$ cat config.mk
export PLATFORM = sky130hd
export DESIGN_NAME = div_iter32_flat
export DESIGN_NICKNAME = d
export VERILOG_FILES = /design/src/rtl/div_pkg.sv /design/src/rtl/div_iter32_if.sv /design/src/rtl/div_step.sv /design/src/rtl/div_iter32.sv /design/src/flat_wrapper.sv
export SDC_FILE = /design/constraint.sdc
export NUM_CORES = 1
export LEC_CHECK = 0
export BUFFER_PORTS_ARGS = -buffer_cell sky130_fd_sc_hd__clkbuf_2
export CAP_MARGIN = 20
export CORE_MARGIN = 10
export CORE_UTILIZATION = 55
export DETAILED_ROUTE_END_ITERATION = 12
export PLACE_DENSITY = 0.82
export RECOVER_POWER = 100
export SLEW_MARGIN = 0
export SYNTH_ARGS = -nofsm -noshare
export SYNTH_HDL_FRONTEND = slang
export SYNTH_SLANG_ARGS = --single-unit
$ cat constraint.sdc
create_clock -name clk -period 4.5 [get_ports clk]
set_input_delay 0.9 -clock clk [delete_from_list [all_inputs] [get_ports clk]]
set_output_delay 0.9 -clock clk [all_outputs]
set_load 0.02 [all_outputs]
$ cat src/rtl/div_pkg.sv
// Shared types and constants for the iterative 32-bit divider.
package div_pkg;

  localparam int DIV_WIDTH = 32;
  localparam int DIV_STEPS = 32;
  localparam logic [DIV_WIDTH-1:0] DIV_ZERO_Q = 32'hFFFFFFFF;
  localparam logic [DIV_WIDTH-1:0] DIV_INT_MIN = 32'h80000000;

  typedef enum logic [1:0] {IDLE, PREP, CALC, FIX} div_state_e;

  function automatic logic [DIV_WIDTH-1:0] abs_val(input logic [DIV_WIDTH-1:0] v, input logic sgn);
    return (sgn && v[DIV_WIDTH-1]) ? (~v + 1'b1) : v;
  endfunction

endpackage

$ cat src/rtl/div_iter32_if.sv
// Request/response bundle for div_iter32: start + operands in, result + status out.
interface div_iter32_if;
  import div_pkg::*;

  logic                 in_en;
  logic [DIV_WIDTH-1:0] a;
  logic [DIV_WIDTH-1:0] b;
  logic                 div_signed;
  logic                 out_en;
  logic                 idle;
  logic [DIV_WIDTH-1:0] q;
  logic [DIV_WIDTH-1:0] rem;

  modport master (output in_en, a, b, div_signed, input out_en, idle, q, rem);
  modport slave  (input in_en, a, b, div_signed, output out_en, idle, q, rem);
endinterface

$ cat src/rtl/div_step.sv
// One restoring-division step: shift in a dividend bit, trial-subtract the divisor.
module div_step
  import div_pkg::*;
(
  input  logic [DIV_WIDTH:0]   rem_in,
  input  logic                 dvd_bit,
  input  logic [DIV_WIDTH-1:0] dvs,
  output logic [DIV_WIDTH:0]   rem_out,
  output logic                 q_bit
);
  logic [DIV_WIDTH:0] shifted;
  logic [DIV_WIDTH:0] diff;

  // A set top bit means the true shifted value exceeds any 32-bit divisor.
  assign shifted = {rem_in[DIV_WIDTH-1:0], dvd_bit};
  assign diff    = shifted - {1'b0, dvs};
  assign q_bit   = rem_in[DIV_WIDTH] | (shifted >= {1'b0, dvs});
  assign rem_out = q_bit ? diff : shifted;
endmodule

$ cat src/rtl/div_iter32.sv
// Iterative 32-bit DIV/DIVU/REM/REMU, one quotient bit per cycle.
// Optional DIV_ITER32_FAST_SPECIAL_EN: special operands skip the CALC loop.
module div_iter32
  import div_pkg::*;
(
  input  logic        clk,
  input  logic        rst,
  div_iter32_if.slave io
);
  div_state_e state, nxt;

  logic [5:0]           cnt;
  logic [DIV_WIDTH-1:0] a_r, b_r, dvs_r, quo_r, q_r, rem_r;
  logic [DIV_WIDTH:0]   prem_r;
  logic                 sgn_r, qneg_r, rneg_r, zero_r, ovf_r, small_r, out_en_r;

  logic [DIV_WIDTH-1:0] mag_a, mag_b, q_fix, rem_fix;
  logic [DIV_WIDTH:0]   step_rem;
  logic                 step_q, zero_c, ovf_c, small_c;

  assign mag_a   = abs_val(a_r, sgn_r);
  assign mag_b   = abs_val(b_r, sgn_r);
  assign zero_c  = (b_r == '0);
  assign ovf_c   = sgn_r && (a_r == DIV_INT_MIN) && (b_r == DIV_ZERO_Q);
  assign small_c = (mag_a < mag_b);

  div_step u_step (
    .rem_in  (prem_r),
    .dvd_bit (quo_r[DIV_WIDTH-1]),
    .dvs     (dvs_r),
    .rem_out (step_rem),
    .q_bit   (step_q)
  );

  always_ff @(posedge clk) begin
    if (!rst) state <= IDLE;
    else      state <= nxt;
  end

  always_comb begin
    nxt = state;
    case (state)
      IDLE: if (io.in_en) nxt = PREP;
      PREP: begin
        nxt = CALC;
`ifdef DIV_ITER32_FAST_SPECIAL_EN
        if (zero_c || ovf_c || small_c) nxt = FIX;
`endif
      end
      CALC: if (cnt == 6'(DIV_STEPS - 1)) nxt = FIX;
      FIX:  nxt = IDLE;
      default: nxt = IDLE;
    endcase
  end

  // Special operands override the loop result, so both build options agree.
  always_comb begin
    q_fix   = qneg_r ? (~quo_r + 1'b1) : quo_r;
    rem_fix = rneg_r ? (~prem_r[DIV_WIDTH-1:0] + 1'b1) : prem_r[DIV_WIDTH-1:0];
    if (zero_r) begin
      q_fix   = DIV_ZERO_Q;
      rem_fix = a_r;
    end else if (ovf_r) begin
      q_fix   = DIV_INT_MIN;
      rem_fix = '0;
    end else if (small_r) begin
      q_fix   = '0;
      rem_fix = a_r;
    end
  end

  always_ff @(posedge clk) begin
    if (!rst) begin
      cnt      <= '0;
      a_r      <= '0;
      b_r      <= '0;
      sgn_r    <= 1'b0;
      dvs_r    <= '0;
      quo_r    <= '0;
      prem_r   <= '0;
      qneg_r   <= 1'b0;
      rneg_r   <= 1'b0;
      zero_r   <= 1'b0;
      ovf_r    <= 1'b0;
      small_r  <= 1'b0;
      q_r      <= '0;
      rem_r    <= '0;
      out_en_r <= 1'b0;
    end else begin
      out_en_r <= 1'b0;
      case (state)
        IDLE: if (io.in_en) begin
          a_r   <= io.a;
          b_r   <= io.b;
          sgn_r <= io.div_signed;
        end
        PREP: begin
          dvs_r   <= mag_b;
          quo_r   <= mag_a;
          prem_r  <= '0;
          cnt     <= '0;
          qneg_r  <= sgn_r & (a_r[DIV_WIDTH-1] ^ b_r[DIV_WIDTH-1]);
          rneg_r  <= sgn_r & a_r[DIV_WIDTH-1];
          zero_r  <= zero_c;
          ovf_r   <= ovf_c;
          small_r <= small_c;
        end
        CALC: begin
          prem_r <= step_rem;
          quo_r  <= {quo_r[DIV_WIDTH-2:0], step_q};
          cnt    <= cnt + 6'd1;
        end
        FIX: begin
          q_r      <= q_fix;
          rem_r    <= rem_fix;
          out_en_r <= 1'b1;
        end
        default: ;
      endcase
    end
  end

  assign io.out_en = out_en_r;
  assign io.idle   = (state == IDLE);
  assign io.q      = q_r;
  assign io.rem    = rem_r;
endmodule
$ cat src/flat_wrapper.sv
// flat-port wrapper written by rule: the top's interface ports become plain ports
module div_iter32_flat import div_pkg::*;
  (clk, rst, io_in_en, io_a, io_b, io_div_signed, io_out_en, io_idle, io_q, io_rem);
  div_iter32_if io_i ();
  input  logic clk;
  input  logic rst;
  input wire logic [$bits(io_i.in_en)-1:0] io_in_en;
  input wire logic [$bits(io_i.a)-1:0] io_a;
  input wire logic [$bits(io_i.b)-1:0] io_b;
  input wire logic [$bits(io_i.div_signed)-1:0] io_div_signed;
  output wire logic [$bits(io_i.out_en)-1:0] io_out_en;
  output wire logic [$bits(io_i.idle)-1:0] io_idle;
  output wire logic [$bits(io_i.q)-1:0] io_q;
  output wire logic [$bits(io_i.rem)-1:0] io_rem;
  assign io_i.in_en = io_in_en;
  assign io_i.a = io_a;
  assign io_i.b = io_b;
  assign io_i.div_signed = io_div_signed;
  assign io_out_en = io_i.out_en;
  assign io_idle = io_i.idle;
  assign io_q = io_i.q;
  assign io_rem = io_i.rem;
  div_iter32 u_core (.clk(clk), .rst(rst), .io(io_i));
endmodule
Yosys cells after proc, flatten, opt, wreduce, memory -nomap -nowiden

Index checks and enable logic that the tools add are counted.

Output and inout port bits: 66
Logic and storage cells: 67
Register bits: 240
Input port bits: 68

Equal/unequal tests: 8
Reductions and logical operators: 9
Bitwise logic cells: 8
Mux-type cells: 18
$add $sub $neg: 6
Order comparisons: 2

Operators with widths:

| kind                  | number |
|---|---|
| $mux 32               | 10 |
| $add 32x1->32 const B | 4 |
| $not 32->32           | 4 |
| $pmux 33 s2           | 1 |
| $eq 32x32->1 const B  | 2 |
| $pmux 32 s2           | 1 |
| $ge 33x32->1          | 1 |
| $mux 33               | 1 |
| $sub 33x32->33        | 1 |
| $logic_not 32->1      | 1 |
| $lt 32x32->1          | 1 |
| $pmux 6 s2            | 1 |
| $pmux 2 s4            | 1 |
| $add 6x1->6 const B   | 1 |
| $eq 6x5->1 const B    | 1 |
| $eq 2x2->1 const B    | 2 |
| $logic_and 1x1->1     | 4 |
| $mux 2                | 2 |
| $reduce_and 2->1      | 2 |
| $and 1x1->1           | 2 |
| $eq 2x1->1 const B    | 1 |
| $logic_not 2->1       | 1 |
| $ne 2x1->1 const B    | 1 |
| $ne 2x2->1 const B    | 1 |
| 4 further kinds       | 4 |

Logic depth before layout (Yosys ltp)

Depth after elaboration: 6
Depth in mapped cells: 18
Mapped depth without buffers: 17

Hierarchy

A second synthesis with hierarchy kept.

Cell total of the unflattened synthesis: 1980
Area total of the unflattened synthesis: 15205.8 um2

By module, submodules not included:

| module     | seq. area each (um2) | area each (um2) | cells each | instances |
|---|---|---|---|---|
| div_iter32 | 4804.6               | 12866.1         | 1618       | 1 |
| div_step   | 0.0                  | 2339.7          | 362        | 1 |

Worst setup path after synthesis

No wires, ideal clock.

Path kind: register -> register
Start point: register u_core.b_r[10]
End point: register u_core.small_r
Data required time: 4442 ps
Path slack: 704 ps
Library setup time: 58 ps
Arrival time: 3739 ps
Stages on the path, launching flop included: 18
Clock period less this slack: 3796 ps
Buffers on the path: 1
Path through: dfxtp_1 > clkbuf_1 > or4_1 > nor3_1 > nand4b_1 > or3_1 > o31ai_1 > xor2_1 > ha_1 > a21o_1 > a21o_1 > a21o_1 > a21o_1 > a21o_1 > a21oi_1 > o211ai_1 > a21oi_1 > o21a_1

Cells in the longest elaborated chain, start to end: 4

Ends and longest elaborated chain:

| what                     | line              | RTL |
|---|---|---|
| start: declaration       | div_iter32.sv:13  | `logic [DIV_WIDTH-1:0] a_r, b_r, dvs_r, quo_r, q_r, rem_r;` |
| start signal: assignment | div_iter32.sv:94  | `b_r <= io.b;` |
| $not 32->32              | div_pkg.sv:12     | `return (sgn && v[DIV_WIDTH-1]) ? (~v + 1'b1) : v;` |
| $add 32x1->32            | div_pkg.sv:12     |  |
| $mux 32 (*)              | div_pkg.sv:12     |  |
| $lt 32x32->1 (*)         | div_iter32.sv:25  | `assign small_c = (mag_a < mag_b);` |
| end signal: assignment   | div_iter32.sv:106 | `small_r <= small_c;` |
| end: declaration         | div_iter32.sv:15  | `logic sgn_r, qneg_r, rneg_r, zero_r, ovf_r, small_r, out_en_r;` |

Every way passes the cells marked *; elsewhere a longest branch is shown, timed or not.
A chain may end at the register's enable or synchronous reset.

Worst setup path after layout

Same ends and word-level chain as after synthesis.

==> summary.md <==
| Metric | Value |
|---|---|
| Setup CP Type | flip-flop to flip-flop |
| Routed via count | 14.19k |
| Antenna Cells | 0 |
| Global Route Usage Sum | 25.78% |
| Peak supply drop | 0.0003197 V |
| Area of the mapped netlist | 14990 um^2 |
| Leak | 6.937 nW |
| Area post-placement | 15850 um^2 |
| Commonest non-fill, non-tap cell in the layout | nand2_1 |
| DRC errors left | 0 |
| Unique cell type count in the Yosys netlist | 70 |
| CTS max path bufs | 3 |
| Initial antenna violation count | 0 |
| Max-Cap Viols | 4 |
| Main synth FF type | dfxtp_1 |
| Sequential share of the synthesized area | 32.06% |
| CP Capture Type | flip-flop |
| Layout cells sized above 1 | 7.887% |
| Worst path slowest cell | or4_1 |
| Cell taking the most area after synthesis | dfxtp_1 |
| Hold WS | 0.4775 ns |
| First-pass GRT wire length | between 70000 and 80000 um |
| Dominant cells by area after synthesis | dfxtp_1 (32%), nand2_1 (7.7%), ha_1 (6.1%) |
| IO buf count | 133 |
| Crit path max fanout | 7 |
| Row count | 60 |
| Post-DP HPWL | 34320 um |
| Clk slew on worst S/H paths | 0.06 ns |
| Slew margin rel. | -96.22% |
| RSZ-0062 raised after global routing | no |
| Root buffer cell | clkbuf_16 |
| Die Y | between 150 and 200 um |
| H-tree depth | 1 |
| Routability Congestion | a little under 1 |
| Fin crit period | 4.071 ns |
| Die W | 185.1 um |
| Critical-path cell list | or4_1 > nor3_2 > nand4b_1 > or3_1 > o31ai_1 > xor2_1 > ha_1 > a21o_1 > a21o_1 > a21o_1 > a21o_1 > a21o_1 > a21oi_1 > o211ai_1 > a21oi_1 > o21a_1 |
| Worst-Margin Slew | 2.943 ns |
| Total gr overflow | 0 |
| Die area | 34250 um^2 |
| Routed vias/inst | 6.121 |
| Final #Nets | 2101 |
| Hold Vio Cnt, Final | 0 |
| Family with the most delay on the worst path | compound AO/OA/AOI/OAI gates |
| Failing checks | capacitance limit, slew limit |
| Tcrit/Tclk final | 90.47% |
| Setup violations, final | 0 |
| CP required | about 5 ns |
| Synth Register Bits | 240 |
| Starting density of the core | 55.76% |
| Largest net degree at the start of global routing | 110 |
| Post-layout util | 61.84% |
| Synth top area share | 32.06% |
| Max incr delay on CP | between 0.6 and 0.7 ns |
| YS warnings | 0 |
| Commonest cells after routing, fill and taps aside | nand2_1 (308), dfxtp_1 (240), o21ai_0 (146) |
| First drt pass iteration count | 6 |
| FMAX | 245.6 MHz |
| Max-slew violations | 274 |
| Pwr per Cell Area | approximately 610 nW/um^2 |
| Worst EP arrival | between 4 and 5 ns |
| Most used cell along the critical path | a21o_1 |
| Core footprint | 26880 um^2 |
| Routed Antenna Nets | 0 |
| Cell count after synthesis | between 1.5k and 2k |
| Clk_lat worst skew | around 0.53 ns |
| Vias in the first global route | 13.24k |
| Clock buffer count from CTS | 27 |
| Final clock skew | 0.01052 ns |
| WL/cell | between 15 and 20 um |
| Avg Cell Area, Syn | roughly 8 um^2 |
| Hold crit path type | flip-flop to flip-flop |
| Syn_nets | around 2.0k |
| Non-Filler Cell Area, Final | 16620 um^2 |
| EDFF count, synth | 0 |
| # IOs | 134 |
| Status | finished, violations left |
| Bufs and invs on worst path | 0 |
| CTS tree | done |
| # clock sinks | 240 |
| Routed Wire Length | 45560 um |
| P&R area growth vs syn | 10.91% |
| Total negative slack | 0 ns |
| Critical path launch point type | flip-flop |
| Initial DRC Count | around 1.5k |
| Synth async-reset ratio | 0% |
## synth_stat cells (all sizes together), types with 3 or more instances
| master | count |
|---|---|
| nand2 | 309 |
| dfxtp | 240 |
| o21ai | 147 |
| a21oi | 126 |
| clkbuf | 123 |
| a21boi | 93 |
| nor2 | 93 |
| xnor2 | 93 |
| ha | 73 |
| inv | 59 |
| o211a | 54 |
| xor2 | 53 |
| mux2i | 40 |
| o211ai | 40 |
| nand2b | 34 |
| a21o | 32 |
| o31ai | 29 |
| nor3 | 27 |
| nand4 | 26 |
| nand3 | 22 |
| a22oi | 20 |
| or3 | 20 |
| nor2b | 17 |
| buf | 14 |
| o41ai | 14 |
| and2 | 11 |
| nor4 | 11 |
| or4 | 10 |
| and3 | 7 |
| o21a | 7 |
| a31oi | 6 |
| a211oi | 5 |
| a311oi | 3 |
| mux2 | 3 |
| nand4b | 3 |
| o2bb2ai | 3 |
| o31a | 3 |
| or2 | 3 |
| or3b | 3 |
## registers in the layout, summed over array words and instances (netlist names), 2 cells and up
| signal | count |
|---|---|
| u_core.prem_r | 33 |
| u_core.a_r | 32 |
| u_core.b_r | 32 |
| u_core.dvs_r | 32 |
| u_core.io.q | 32 |
| u_core.io.rem | 32 |
| u_core.quo_r | 32 |
| u_core.cnt | 6 |
| u_core.state | 2 |
## per-stage QoR
stage / worst slack [ns] / total power, mW / std cells
global route: 0.08639 / 10.72 / 2319
floorplan: 0.7038 / 6.546 / 1901
detailed placement: 0.3530 / 7.851 / 2270
global placement: 0.4632 / 7.716 / 2270
finish: 0.4289 / 10.07 / 2319
CTS: 0.3258 / 10.14 / 2318
## cell type report
| cell class | instances | area (um^2) |
|---|---|---|
| sequential | 240 | 4805 |
| multi-input combinational | 1465 | 9419 |
| tap | 341 | 426.7 |
| clock buffer | 31 | 730.7 |
| clock inverter | 17 | 186.4 |
| inverter | 59 | 221.5 |
| fill | 2447 | 10250 |
| timing repair buffer | 166 | 832.0 |
## where the power goes
part | internal [mW] | total, mW | switching [mW]
registers | 2.54 | 3.01 | 0.469
clock network | 1.34 | 2.27 | 0.930
logic | 1.78 | 4.80 | 3.02
total | 5.66 | 10.1 | 4.41
## layer usage
metal | GRT usage, % | wire [um] | part of all wire [%] | vias up
met3 | 3.487 | 3234 | 7.1 | 121
met1 | 33.30 | 19530 | 43 | 6661
met5 | 0 | 0 | 0 | -
met2 | 41.25 | 20350 | 45 | 579
li1 | - | - | - | 6833
met4 | 13.04 | 2442 | 5.4 | 0
## cells by family (layout without fill, tap and decap cells)
| group | count (synthesis) | in the layout | share of synthesized area, % |
|---|---|---|---|
| multiplexers | 43 | 43 | 2.897 |
| AND/OR/NAND/NOR | 600 | 600 | 18.34 |
| buffers and inverters | 196 | 273 | 4.943 |
| adder cells (fa/ha/maj) | 74 | 74 | 6.229 |
| flip-flops | 240 | 240 | 32.06 |
| AO/OA/AOI/OAI | 602 | 602 | 26.99 |
| XOR/XNOR | 146 | 146 | 8.533 |
## path summary, 6_finish.rpt
check / from / endpoint / slack (ns) / cells after the start
max: u_core.b_r[10] / u_core.small_r / 0.43 / 16
min: u_core.io.rem[12] / u_core.io.rem[12] / 0.48 / 1
max reg2reg: u_core.b_r[10] / u_core.small_r / 0.43 / 16
min reg2reg: u_core.io.rem[12] / u_core.io.rem[12] / 0.48 / 1
## repair_timing
action / in CTS / in global routing
setup endpoints to repair: 0 / 1
hold buffers: 0 / 0
setup buffers: 0 / 0
gates resized for setup: 0 / 1
No activity file was read; power rests on OpenSTA's default activity.
